`src/rtl/wb_stage_pkg.sv`:
```
// Shared encodings for the writeback stage: WD source selects, load funct3
// codes and the default datapath width.
package wb_stage_pkg;

  localparam int XLEN_DEF = 32;
  localparam int CNT_W_DEF = 64;

  localparam logic [1:0] WDSEL_ALU = 2'd0;
  localparam logic [1:0] WDSEL_MEM = 2'd1;
  localparam logic [1:0] WDSEL_PC4 = 2'd2;
  localparam logic [1:0] WDSEL_IMM = 2'd3;

  localparam logic [2:0] LD_LB  = 3'b000;
  localparam logic [2:0] LD_LH  = 3'b001;
  localparam logic [2:0] LD_LW  = 3'b010;
  localparam logic [2:0] LD_LBU = 3'b100;
  localparam logic [2:0] LD_LHU = 3'b101;

endpackage

```
`src/rtl/wb_stage_load_extend.sv`:
```
// Combinational load alignment and sign/zero extension of a raw aligned
// memory word; shared with the MEM-stage forwarding path.
module wb_stage_load_extend
  import wb_stage_pkg::*;
#(
  parameter int XLEN = XLEN_DEF
) (
  input  logic [XLEN-1:0] mrd,
  input  logic [1:0]      addr_lo,
  input  logic [2:0]      ldtype,
  output logic [XLEN-1:0] ext
);

  logic [7:0]  byte_sel;
  logic [15:0] half_sel;

  assign byte_sel = mrd[{addr_lo, 3'b000} +: 8];
  // addr_lo[0] is ignored for halfword accesses.
  assign half_sel = addr_lo[1] ? mrd[31:16] : mrd[15:0];

  always_comb begin
    ext = mrd;
    case (ldtype)
      LD_LB:   ext = {{(XLEN-8){byte_sel[7]}}, byte_sel};
      LD_LBU:  ext = {{(XLEN-8){1'b0}}, byte_sel};
      LD_LH:   ext = {{(XLEN-16){half_sel[15]}}, half_sel};
      LD_LHU:  ext = {{(XLEN-16){1'b0}}, half_sel};
      LD_LW:   ext = mrd;
      default: ext = mrd;
    endcase
  end

endmodule

```
`src/rtl/wb_stage.sv`:
```
// MEM/WB pipeline register and writeback datapath: drives the register file
// write port one cycle after MEM and counts retired instructions.
module wb_stage
  import wb_stage_pkg::*;
#(
  parameter int XLEN  = XLEN_DEF,
  parameter int CNT_W = CNT_W_DEF
) (
  input  logic             clk,
  input  logic             rst,
  input  logic             in_valid,
  input  logic             in_rfwr,
  input  logic [4:0]       in_rd,
  input  logic [1:0]       in_wdsel,
  input  logic [XLEN-1:0]  in_alu,
  input  logic [XLEN-1:0]  in_mrd,
  input  logic [1:0]       in_addr_lo,
  input  logic [2:0]       in_ldtype,
  input  logic [XLEN-1:0]  in_pc,
  input  logic [XLEN-1:0]  in_imm,
  input  logic             stall,
  input  logic             flush,
  output logic             RFWr,
  output logic [4:0]       A3,
  output logic [XLEN-1:0]  WD,
  output logic             wb_valid,
  output logic [XLEN-1:0]  wb_pc,
  output logic [CNT_W-1:0] instret
);

  logic             valid_reg;
  logic             rfwr_reg;
  logic [4:0]       rd_reg;
  logic [1:0]       wdsel_reg;
  logic [XLEN-1:0]  alu_reg;
  logic [XLEN-1:0]  mrd_reg;
  logic [1:0]       addr_lo_reg;
  logic [2:0]       ldtype_reg;
  logic [XLEN-1:0]  pc_reg;
  logic [XLEN-1:0]  imm_reg;
  logic [CNT_W-1:0] instret_reg;
  logic [XLEN-1:0]  load_val;
  logic             capture;

  assign capture = !flush && !stall;

  // Flush only needs to kill valid/rfwr; the payload fields keep their values.
  always_ff @(posedge clk or posedge rst) begin
    if (rst) begin
      valid_reg   <= 1'b0;
      rfwr_reg    <= 1'b0;
      rd_reg      <= '0;
      wdsel_reg   <= '0;
      alu_reg     <= '0;
      mrd_reg     <= '0;
      addr_lo_reg <= '0;
      ldtype_reg  <= '0;
      pc_reg      <= '0;
      imm_reg     <= '0;
    end else if (flush) begin
      valid_reg   <= 1'b0;
      rfwr_reg    <= 1'b0;
    end else if (!stall) begin
      valid_reg   <= in_valid;
      rfwr_reg    <= in_rfwr;
      rd_reg      <= in_rd;
      wdsel_reg   <= in_wdsel;
      alu_reg     <= in_alu;
      mrd_reg     <= in_mrd;
      addr_lo_reg <= in_addr_lo;
      ldtype_reg  <= in_ldtype;
      pc_reg      <= in_pc;
      imm_reg     <= in_imm;
    end
  end

  // Counted at capture so a later stall of the same instruction is not recounted.
  always_ff @(posedge clk or posedge rst) begin
    if (rst) begin
      instret_reg <= '0;
    end else if (capture && in_valid) begin
      instret_reg <= instret_reg + CNT_W'(1);
    end
  end

  wb_stage_load_extend #(
    .XLEN(XLEN)
  ) u_load_extend (
    .mrd     (mrd_reg),
    .addr_lo (addr_lo_reg),
    .ldtype  (ldtype_reg),
    .ext     (load_val)
  );

  always_comb begin
    WD = alu_reg;
    case (wdsel_reg)
      WDSEL_ALU: WD = alu_reg;
      WDSEL_MEM: WD = load_val;
      WDSEL_PC4: WD = pc_reg + XLEN'(4);
      WDSEL_IMM: WD = imm_reg;
      default:   WD = alu_reg;
    endcase
  end

  assign RFWr     = valid_reg && rfwr_reg && (rd_reg != 5'd0);
  assign A3       = rd_reg;
  assign wb_valid = valid_reg;
  assign wb_pc    = pc_reg;
  assign instret  = instret_reg;

endmodule

```
`config.mk`:
```
export PLATFORM = sky130hd
export DESIGN_NAME = wb_stage
export DESIGN_NICKNAME = d
export VERILOG_FILES = /design/src/rtl/wb_stage_pkg.sv /design/src/rtl/wb_stage_load_extend.sv /design/src/rtl/wb_stage.sv
export SDC_FILE = /design/constraint.sdc
export NUM_CORES = 1
export LEC_CHECK = 0
export ABC_CLOCK_PERIOD_IN_PS = 8150
export BUFFER_PORTS_ARGS = -buffer_cell sky130_fd_sc_hd__clkbuf_2
export CAP_MARGIN = 0
export CORE_ASPECT_RATIO = 0.7
export CORE_MARGIN = 5
export CORE_UTILIZATION = 30
export CTS_CLUSTER_DIAMETER = 80
export DETAILED_ROUTE_END_ITERATION = 8
export GPL_TIMING_DRIVEN = 0
export PLACE_DENSITY = 0.47
export SKIP_CTS_REPAIR_TIMING = 1
export SLEW_MARGIN = 40
export SYNTH_ARGS = -nofsm -noshare
export SYNTH_HDL_FRONTEND = slang
export SYNTH_HIERARCHICAL = 1
export SYNTH_SLANG_ARGS = --single-unit
```
`constraint.sdc`:
```
create_clock -name clk -period 8.15 [get_ports clk]
set_input_delay 0.4075 -clock clk [delete_from_list [all_inputs] [get_ports clk]]
set_output_delay 0.4075 -clock clk [all_outputs]
set_load 0.01 [all_outputs]
```
* Word level (Yosys, flattened, before mapping)
Index checks and enable logic that the tools add are counted.
** Word-level totals
- Register bits :: 206
- Input port bits :: 146
- Output and inout bits :: 135
- Word-level logic and storage cells :: 40
** Cells by class
- Add/sub/neg operators :: 2
- Equal/unequal tests :: 7
- Shift-type cells :: 1
- Mux-type cells :: 7
- Bitwise operators :: 2
- Reductions and logical operators :: 10
** Operator list (number)
- $pmux 32 s4 :: 2
- $add 64x1->64 const B :: 1
- $add 32x3->32 const B :: 1
- $shiftx 32x6->8 :: 1
- $mux 16 :: 1
- $eq 3x3->1 const B :: 2
- $reduce_bool 5->1 :: 1
- $eq 2x2->1 const B :: 2
- $logic_and 1x1->1 :: 4
- $mux 1 :: 4
- $eq 3x1->1 const B :: 1
- $logic_not 3->1 :: 1
- $eq 2x1->1 const B :: 1
- $logic_not 1->1 :: 2
- $logic_not 2->1 :: 1
- $ne 2x1->1 const B :: 1
- $not 1->1 :: 2
- $reduce_and 2->1 :: 1

* Depth between registers and ports, before layout
Gate-level depths: netlist of run 1.
- Depth in word-level cells :: 3
- Mapped depth :: 10
- Depth with buffers taken out :: 8

* By module
Netlist of run 1, hierarchy kept.
** By module, submodules not included
- wb_stage :: instances 1, cells an instance 713, area an instance 9600.5 um2, sequential area each 5154.9 um2
- wb_stage_load_extend :: instances 1, cells an instance 96, area an instance 845.8 um2, sequential area each 0.0 um2

* Worst setup path after synthesis of run 1
Ideal clock, no wire load.
- Path type :: register -> output
- Start point :: register pc_reg[4] (netlist: wb_pc[4])
- End point :: output WD[27]
- Arrival time :: 2.132 ns
- Required time :: 7.743 ns
- Setup slack :: 5.611 ns
- Cell stages (with the launch flop) :: 6
- Cells stage by stage :: dfrtp_1 -> nand3_1 -> or4_4 -> or3_1 -> xnor2_1 -> mux4_2
** Between the ends
- Cells in the longest elaborated chain, start to end :: 2
** RTL lines
- start: declaration :: line wb_stage.sv:39 : logic [XLEN-1:0] pc_reg;
- start signal: assignment :: line wb_stage.sv:72 : pc_reg <= in_pc;
- $add 32x3->32 :: line wb_stage.sv:100 : WDSEL_PC4: WD = pc_reg + XLEN'(4);
- $pmux 32 s4 :: line wb_stage.sv:97 : case (wdsel_reg)
- end: declaration :: line wb_stage.sv:25 : output logic [XLEN-1:0] WD,
Every way passes these cells.

* Worst setup path after layout of run 1
- Start point :: register pc_reg[5] (netlist: wb_pc[5])
- End point :: output WD[27]
Same word-level chain as after synthesis.

==> flow_summary.ini, run 1 <==
[setup_path]
crit_path_end_kind = primary output
crit_type = flop to primary output
timing.rr.end = instret[63]$_DFFE_PP0P_
crit_arrival_ns = 3.19
path_max_fanout = 6
worst_ep_required_time_ns = 7.74
start_kind = flop
rrSetupSlack_ns = 5.77
r2r_start = instret[10]$_DFFE_PP0P_
ff2ff_path_depth = 7

[synth]
syn-num-nets = 957
synth_ff_type = dfrtp_1
syn_area_per_cell_um2 = 12.91
synth-seq-cells = 206
ys_async_sr_fraction = 1.000
synth_area_um2 = 10450
yosysWarnings = 6
synth_cell_types = 57
synth_edf_count = 0
ys_seq_area_frac = 0.4935
syn_inst = 809

[detailed_routing]
drc = 0
via_per_inst = 4.892
ant_nets = 0
drt_iter0_drc = 555
wl_per_cell_um = 22.15
first_pass_iters = 5
vias = 7861
routed_wirelength_um = 35600

[global_routing]
use_met1 = 0.2743
grt-ovfl-total = 0
grt_busiest_layer = met1
grt_pass1_wl_um = 53250
grt_start_max_net_pins = 72
grt_pass1_vias = 8060
use_met2 = 0.2653
grt_use_met3 = 0.04170
antenna_found_initial = 5
grt_use_total = 0.1795

[clocking]
path_clk_slew_ns = 0.06
cts_tree = yes
cts.path.max_buffers = 3
cts.sinks = 206
clk_latency_ns = 0.53
htreeDepth = 1
root_buffer = clkbuf_16
cts_buffers = 24

[floorplan]
rows = 57
num_io_pins = 281
die_w_um = 233.0
core_um2 = 34520
dieHeight_um = 166.1
die-area_um2 = 38710
initial_utilization = 0.3026

[cells_and_area]
antenna_cells = 0
syn_to_final_growth_pct = 27.80
fin_util = 0.3868
nNetsFinal = 1266
layoutNonFillerInstCount = 1607
largest_reg_flops = 64
drive_gt1_frac = 0.4872

[timing]
fin_skew_ns = 0.01577
rsz0062_at_grt = false
final_max_slew_viol_count = 0
fin_crit_ns = 3.602
fmax_mhz = 277.6
final-setup-viol-count = 0
tightestPinTransition_ns = 0.8998
finalHoldViolations = 0
relSlewSlack = 0.4001
min_period_over_period = 0.4420

[placed_design]
place.gp.congestion = 0.8162
placed_cells = 1563
dp_hpwl_um = 27450
numPortBuffers = 279

[hold_path]
hold_end = wb_pc[29]$_DFFE_PP0P_
min_from = in_pc[29]
hold_class = input pin to flop
hold_path_depth = 3

[power]
power_w = 0.003080
power_density_nw_per_um2 = 230.7
leakage_nw = 6.127
ir_drop_mv = 0.1622

[job]
maxCapViolCount = 0

[run_status]
run_status = finished, final reports clean
critical path, stage by stage, from the launching register on:
cell	delay [ns]
dfrtp_1	0.44
nand3_1	0.35
or4_4	0.67
or3_1	0.40
xnor2_1	0.18
mux4_2	0.46
clkbuf_2	0.17
placed cells by master (no fill, tap or decap), drive strengths merged, types with 2 or more instances in the layout:
cell,instances
nand4,32
mux4,31
a22o,2
nor3,26
o221ai,5
and4,6
nor4b,2
o21ai,5
dfrtp,206
buf,19
o21a,4
and3,13
nand3,38
a2bb2oi,20
ha,2
and2,3
nor2,30
or2,2
mux2i,8
a221o,6
mux2,144
clkbuf,339
nor2b,11
or3,6
xor2,43
inv,16
clkinv,5
nand2b,2
a21oi,8
xnor2,46
nand2,34
nor4,7
cells by family (layout without fill, tap and decap cells):
logic type / Yosys count / count (layout) / synth area share
compound gates: 58 / 58 / 0.05450
xor+xnor: 89 / 89 / 0.07462
fa+ha+maj: 2 / 2 / 0.002395
buf+inv: 55 / 381 / 0.02419
flops: 206 / 206 / 0.4935
mux: 183 / 183 / 0.2301
simple gates: 216 / 216 / 0.1207
metrics by stage:
| step | hold WS (ns) | worst slack (ns) | TNS, ns | area (um2) |
|---|---|---|---|---|
| 2_1_floorplan | 0.4739 | 2.118 | 0 | 10450 |
| 3_3_place_gp | 0.4589 | -0.9343 | -187.04 | 12430 |
| 3_5_place_dp | 0.3776 | 5.178 | 0 | 12530 |
| 4_1_cts | -0.1958 | 4.606 | 0 | 13330 |
| 5_1_grt | 0.07822 | 4.388 | 0 | 13350 |
| 6_report | 0.09442 | 4.548 | 0 | 13350 |
power breakdown:
group | internal, W | switching [W]
combinational | 0.000363 | 0.000357
clock | 0.000655 | 0.000445
sequential | 0.00114 | 0.000124
total | 0.00215 | 0.000926
final cells by class:
cell class / count / area, um2
buffer: 38 / 196.4
clock buffer: 38 / 744.5
clock inverter: 5 / 50.05
fill: 3505 / 21170
inverter: 17 / 71.32
multi-input combinational: 548 / 5054
sequential: 206 / 5155
tap: 472 / 590.6
timing repair buffer: 283 / 1489
synthesized netlist by cell type, types with 2 or more instances:
| master | number | area [um2] |
|---|---|---|
| a21oi_1 | 8 | 40.04 |
| a221o_1 | 6 | 60.06 |
| a22o_1 | 2 | 17.52 |
| a2bb2oi_1 | 6 | 52.55 |
| a2bb2oi_2 | 14 | 210.2 |
| and2_1 | 3 | 18.77 |
| and3_1 | 13 | 81.33 |
| and4_1 | 6 | 52.55 |
| buf_2 | 10 | 50.05 |
| buf_4 | 3 | 22.52 |
| buf_6 | 3 | 33.78 |
| clkbuf_1 | 22 | 82.58 |
| dfrtp_1 | 206 | 5155 |
| ha_1 | 2 | 25.02 |
| inv_1 | 16 | 60.06 |
| mux2_2 | 142 | 1599 |
| mux2i_1 | 8 | 80.08 |
| mux4_2 | 31 | 698.2 |
| nand2_1 | 34 | 127.6 |
| nand2b_1 | 2 | 12.51 |
| nand3_1 | 37 | 185.2 |
| nand4_1 | 30 | 187.7 |
| nand4_2 | 2 | 25.02 |
| nor2_1 | 30 | 112.6 |
| nor2b_1 | 11 | 68.82 |
| nor3_1 | 19 | 95.09 |
| nor3_2 | 7 | 70.07 |
| nor4_1 | 4 | 25.02 |
| nor4_2 | 2 | 25.02 |
| o21a_1 | 4 | 30.03 |
| o21ai_0 | 4 | 20.02 |
| o221ai_1 | 5 | 43.79 |
| or3_1 | 6 | 37.54 |
| xnor2_1 | 46 | 402.9 |
| xor2_1 | 43 | 376.6 |
layer usage:
metal / share of wire / up-vias
met3: 0.063 / 36
met5: 0.0011 / -
met4: 0.015 / 6
met2: 0.43 / 188
li1: - / 3612
met1: 0.49 / 4019
worst max-delay path by stage:
stage                              start                    to  slack (ns)  cells past startpoint
global placement                     rst  wb_pc[5]$_DFFE_PP0P_       -0.93                      2
finish              wb_pc[5]$_DFFE_PP0P_                WD[27]        4.55                      6
global route        wb_pc[2]$_DFFE_PP0P_                WD[30]        4.39                      7
CTS                 wb_pc[5]$_DFFE_PP0P_                WD[19]        4.61                      6
floorplan                            rst     A3[0]$_DFFE_PP0P_        2.12                      1
detailed placement  wb_pc[5]$_DFFE_PP0P_                WD[19]        5.18                      6
Note: power is estimated with default switching activity, not from simulation.
==> run 2: changes to the inputs <==
--- a/config.mk
+++ b/config.mk
@@ -5,7 +5,7 @@
 export SDC_FILE = /design/constraint.sdc
 export NUM_CORES = 1
 export LEC_CHECK = 0
-export ABC_CLOCK_PERIOD_IN_PS = 8150
+export ABC_CLOCK_PERIOD_IN_PS = 3500
 export BUFFER_PORTS_ARGS = -buffer_cell sky130_fd_sc_hd__clkbuf_2
 export CAP_MARGIN = 0
 export CORE_ASPECT_RATIO = 0.7
==> constraint.sdc (replaced) <==
create_clock -name clk -period 3.5 [get_ports clk]
set_input_delay 0.175 -clock clk [delete_from_list [all_inputs] [get_ports clk]]
set_output_delay 0.175 -clock clk [all_outputs]
set_load 0.01 [all_outputs]
==> run 2 against run 1 <==
  * Final cell count grew 9.3%
  * Flip-flop and latch count is the same
  * Worst hold slack lost 0.076 ns
  * Core utilization grew 4.7 points
  * Power grew 140%
  * Worst setup slack lost 4.4 ns
  * Critical path depth is the same
  * Sequential share of layout area shrank 4.2 points
  * Wire length grew 4.1%
  * Clock power grew 130%
  * Global-route usage grew 0.16 points
  * Sequential power grew 130%
  * Largest cell class unchanged
  * Largest power group unchanged
  * Highest routed layer is now met4
==> flow_summary.ini, run 2 (synthesis gave the netlist of run 1 again) <==
[floorplan]
initial_utilization = 0.3026
dieHeight_um = 166.1
rows = 57
core_um2 = 34520
die-area_um2 = 38710
die_w_um = 233.0
num_io_pins = 281

[timing]
final_max_slew_viol_count = 0
min_period_over_period = 0.9607
relSlewSlack = 0.4119
fin_ws_ns = 0.1374
finalHoldViolations = 0
final-setup-viol-count = 0
tightestPinTransition_ns = 0.8821
rsz0062_at_grt = false
fin_crit_ns = 3.363
fmax_mhz = 297.4
fin_skew_ns = 0.007149
holdWs_ns = 0.01888

[setup_path]
crit_path_end_kind = primary output
start_kind = flop
crit_type = flop to primary output
path_max_fanout = 7
worst_ep_required_time_ns = 3.32
crit_arrival_ns = 3.19
rrSetupSlack_ns = 1.11

[global_routing]
grt_pass1_vias = 7976
grt_use_total = 0.1811
antenna_found_initial = 3
grt_start_max_net_pins = 25
grt-ovfl-total = 0
grt_pass1_wl_um = 53730

[clocking]
path_clk_slew_ns = 0.06
cts_buffers = 25
clk_latency_ns = 0.52
htreeDepth = 1
cts.sinks = 206
root_buffer = clkbuf_16
cts.path.max_buffers = 3
cts_tree = yes

[cells_and_area]
nNetsFinal = 1418
largest_reg_flops = 64
layout_common_cells = clkbuf_2, dfrtp_1, dlygate4sd3_1
mostFrequentLayoutCell = clkbuf_2
syn_to_final_growth_pct = 43.35
drive_gt1_frac = 0.4365
fill_cells = 3341

[detailed_routing]
first_pass_iters = 4
drc = 0
ant_nets = 0
drt_iter0_drc = 507
vias = 8429
via_per_inst = 4.797
wl_per_cell_um = 21.10
routed_wirelength_um = 37080

[job]
maxCapViolCount = 0

[hold_path]
hold_class = input pin to flop

[power]
power_density_nw_per_um2 = 489.8
ir_drop_mv = 0.3517
leakage_nw = 6.799

[placed_design]
pre_cts_ws_ns = 0.7081
place.gp.congestion = 0.8101
dp_hpwl_um = 28090
numPortBuffers = 279

[run_status]
run_status = finished, final reports clean
==> run 2: worst max-delay path, cell delays in order, from the launching register on <==
cell and delay [ns]:
dfrtp_1 0.47, nand3_1 0.31, or4_4 0.66, or3_1 0.40
xnor2_1 0.18, mux4_2 0.47, clkbuf_2 0.17
==> run 2: report_power, final <==
group | total [W] | leakage [nW] | switching, W | internal [W]
Clock | 0.00256 | 0.389 | 0.00101 | 0.00155
Combinational | 0.00183 | 3.88 | 0.000865 | 0.000969
Sequential | 0.00294 | 2.53 | 0.000292 | 0.00265
==> run 2: metrics by stage <==
stage | cells | area, um2 | utilization | TNS [ns] | power [W]
2_1_floorplan | 809 | 10450 | - | 0 | 0.003938
3_3_place_gp | 1560 | 12440 | 0.3603 | -211.09 | 0.004634
3_5_place_dp | 1571 | 12720 | 0.3685 | 0 | 0.004687
4_1_cts | 1611 | 13510 | 0.3914 | 0 | 0.007308
5_1_grt | 1757 | 14970 | 0.4338 | 0 | 0.007678
6_report | 1757 | 14970 | 0.4338 | 0 | 0.007334
==> run 2: worst paths after layout <==
kind | startpoint | end | cells after the start
min | in_valid | wb_valid$_DFFE_PP0P_ | 3
min in group asynchronous | rst | instret[16]$_DFFE_PP0P_ | 3
max reg2reg | instret[10]$_DFFE_PP0P_ | instret[47]$_DFFE_PP0P_ | 7
max in group asynchronous | rst | wb_pc[16]$_DFFE_PP0P_ | 6
min reg2reg | instret[63]$_DFFE_PP0P_ | instret[63]$_DFFE_PP0P_ | 1
max | wb_pc[4]$_DFFE_PP0P_ | WD[27] | 6
==> run 2: per-layer routing <==
metal | routed length [um] | up-vias | track usage
li1 | - | 3902 | -
met1 | 18540 | 4287 | 0.2851
met2 | 16200 | 193 | 0.2584
met3 | 1587 | 47 | 0.03692
met4 | 749 | 0 | 0.03285
met5 | 0 | - | 0
==> run 2: final cells by class <==
| cell class | count | area (um2) | area share |
|---|---|---|---|
| buffer | 38 | 195.2 | 0.01303 |
| multi-input combinational | 548 | 5059 | 0.3378 |
| clock buffer | 34 | 709.4 | 0.04738 |
| inverter | 17 | 67.56 | 0.004512 |
| antenna | 2 | 5.005 | 0.0003342 |
| sequential | 206 | 5155 | 0.3443 |
| timing repair buffer | 434 | 3110 | 0.2077 |
| clock inverter | 6 | 82.58 | 0.005515 |
| tap | 472 | 590.6 | 0.03944 |
==> run 3: changes to the inputs <==
--- a/config.mk
+++ b/config.mk
@@ -5,7 +5,7 @@
 export SDC_FILE = /design/constraint.sdc
 export NUM_CORES = 1
 export LEC_CHECK = 0
-export ABC_CLOCK_PERIOD_IN_PS = 3500
+export ABC_CLOCK_PERIOD_IN_PS = 3400
 export BUFFER_PORTS_ARGS = -buffer_cell sky130_fd_sc_hd__clkbuf_2
 export CAP_MARGIN = 0
 export CORE_ASPECT_RATIO = 0.7
@@ -14,6 +14,7 @@
 export CTS_CLUSTER_DIAMETER = 80
 export DETAILED_ROUTE_END_ITERATION = 8
 export GPL_TIMING_DRIVEN = 0
+export HOLD_SLACK_MARGIN = 0.03
 export PLACE_DENSITY = 0.47
 export SKIP_CTS_REPAIR_TIMING = 1
 export SLEW_MARGIN = 40
==> constraint.sdc (replaced) <==
create_clock -name clk -period 3.4 [get_ports clk]
set_input_delay 0.17 -clock clk [delete_from_list [all_inputs] [get_ports clk]]
set_output_delay 0.17 -clock clk [all_outputs]
set_load 0.01 [all_outputs]
==> run 3 against run 2 <==
  * Worst hold slack worse by 0.0098 ns
  * Non-clock buffer count up 1
  * Die area unchanged
  * Power up 3.0%
  * Wire length down 0.19%
  * Register-to-register slack worse by 0.08 ns
  * Clock-buffer cell count unchanged
  * Clock power up 3%
  * Worst setup slack better by 0.020 ns
  * Combinational power up 3%
  * Critical path depth unchanged
  * Critical path type unchanged
==> flow_summary.ini, run 3 (synthesis gave the netlist of run 1 again) <==
[power]
p_switching_w = 0.002241
power_frac_clock = 0.349
internal-power_w = 0.005316
leakage_nw = 6.809
seq_power_share = 0.401
combPwrFrac = 0.250
p_sw_frac = 0.2965
power_density_nw_per_um2 = 504.1
ir_drop_mv = 0.3632
power_w = 0.007557

[timing]
fin_ws_ns = 0.1572
tightestPinTransition_ns = 0.8330
rsz0062_at_grt = false
final-setup-viol-count = 0
tns_ns = 0
finalHoldViolations = 0
final_max_slew_viol_count = 0
fmax_mhz = 308.4
fin_skew_ns = 0.007240
relSlewSlack = 0.4447
min_period_over_period = 0.9538
fin_crit_ns = 3.243

[clocking]
root_buffer = clkbuf_16
htreeDepth = 1
cts_buffers = 25
clk_latency_ns = 0.52
cts.sinks = 206
cts.path.max_buffers = 3
cts_tree = yes
path_clk_slew_ns = 0.06

[job]
maxCapViolCount = 0

[detailed_routing]
wl_per_cell_um = 21.05
ant_nets = 0
routed_wirelength_um = 37010
via_per_inst = 4.797
drt_iter0_drc = 509
drc = 0
first_pass_iters = 5
vias = 8433

[cells_and_area]
syn_to_final_growth_pct = 43.50
fill_cells = 3340
nNetsFinal = 1419
largest_reg_flops = 64
mostFrequentLayoutCell = clkbuf_2
layout_common_cells = clkbuf_2, dfrtp_1, dlygate4sd3_1
regArea_um2 = 5155
multiInputGateArea_um2 = 5064
drive_gt1_frac = 0.4377

[hold_path]
min_from = in_valid
hold_class = input pin to flop

[setup_path]
critPathLaunch = wb_pc[4]$_DFFE_PP0P_
worst_ep_required_time_ns = 3.23
r2r_start = instret[10]$_DFFE_PP0P_
start_kind = flop
crit_path_end_kind = primary output
crit_arrival_ns = 3.07
path_max_fanout = 7
crit_type = flop to primary output

[floorplan]
initial_utilization = 0.3026
die_w_um = 233.0
die-area_um2 = 38710
num_io_pins = 281
dieHeight_um = 166.1
core_um2 = 34520
rows = 57

[placed_design]
place.gp.congestion = 0.8101
numPortBuffers = 279
pre_cts_ws_ns = 0.6131
dp_hpwl_um = 28090

[global_routing]
grt_use_total = 0.1811
grt-ovfl-total = 0
grt_pass1_wl_um = 53730
grt_pass1_vias = 7976
antenna_found_initial = 3
grt_start_max_net_pins = 25

[run_status]
run_status = finished, final reports clean
run 3: cell count changes in the layout (fill, tap and decap cells not counted):
| cell | change |
|---|---|
| nand3_1 | -1 |
| clkbuf_2 | +1 |
| dlygate4sd3_1 | +1 |
| nand3_2 | +1 |
| clkbuf_1 | -1 |
run 3: metrics by stage:
step	area [um2]	cells	hold slack, ns	utilization
3_5_place_dp	12720	1571	0.1793	0.3685
5_1_grt	14990	1758	0.03622	0.4343
6_report	14990	1758	0.009123	0.4343
3_3_place_gp	12440	1560	0.3784	0.3603
2_1_floorplan	10450	809	0.2364	-
4_1_cts	13510	1611	-0.3854	0.3914
run 3: layout make-up:
type	count	area share
buffer	38	0.01310
clock inverter	6	0.005509
timing repair buffer	435	0.2082
sequential	206	0.3439
tap	472	0.03940
clock buffer	34	0.04732
multi-input combinational	548	0.3378
antenna	2	0.0003339
inverter	17	0.004507
run 3: worst paths after layout:
check	endpoint	slack [ns]	cells after the start
worst max-delay path	WD[27]	0.16	6
worst min-delay path	instret[0]$_DFFE_PP0P_	0.009	3
worst max register to register	instret[47]$_DFFE_PP0P_	1.03	7
worst min register to register	instret[63]$_DFFE_PP0P_	0.48	1
max in group asynchronous	wb_pc[16]$_DFFE_PP0P_	2.38	6
min in group asynchronous	instret[16]$_DFFE_PP0P_	0.20	3
run 3: critical path: stages (launching register included):
cell and delay, ns:
dfrtp_1 0.49, nand3_2 0.22, or4_4 0.62, or3_1 0.40, xnor2_1 0.18, mux4_2 0.47, clkbuf_2 0.17
run 3: routing by layer:
layer  up-vias  global-route usage  part of all wire
met5         -                   0                 0
met2       206              0.2584              0.44
met3        46             0.03692             0.050
met1      4278              0.2851              0.49
li1       3903                   -                 -
met4         0             0.03285             0.020
run 3: power groups by stage:
stage / combinational (W) / clock, W / sequential [W]
final: 0.00189 / 0.00264 / 0.00303
after global routing: 0.00203 / 0.00281 / 0.00307
after CTS: 0.00177 / 0.00273 / 0.00302
after detailed placement: 0.00176 / 0 / 0.00307
after global placement: 0.00171 / 0 / 0.00306
after floorplan: 0.00105 / 0 / 0.00300
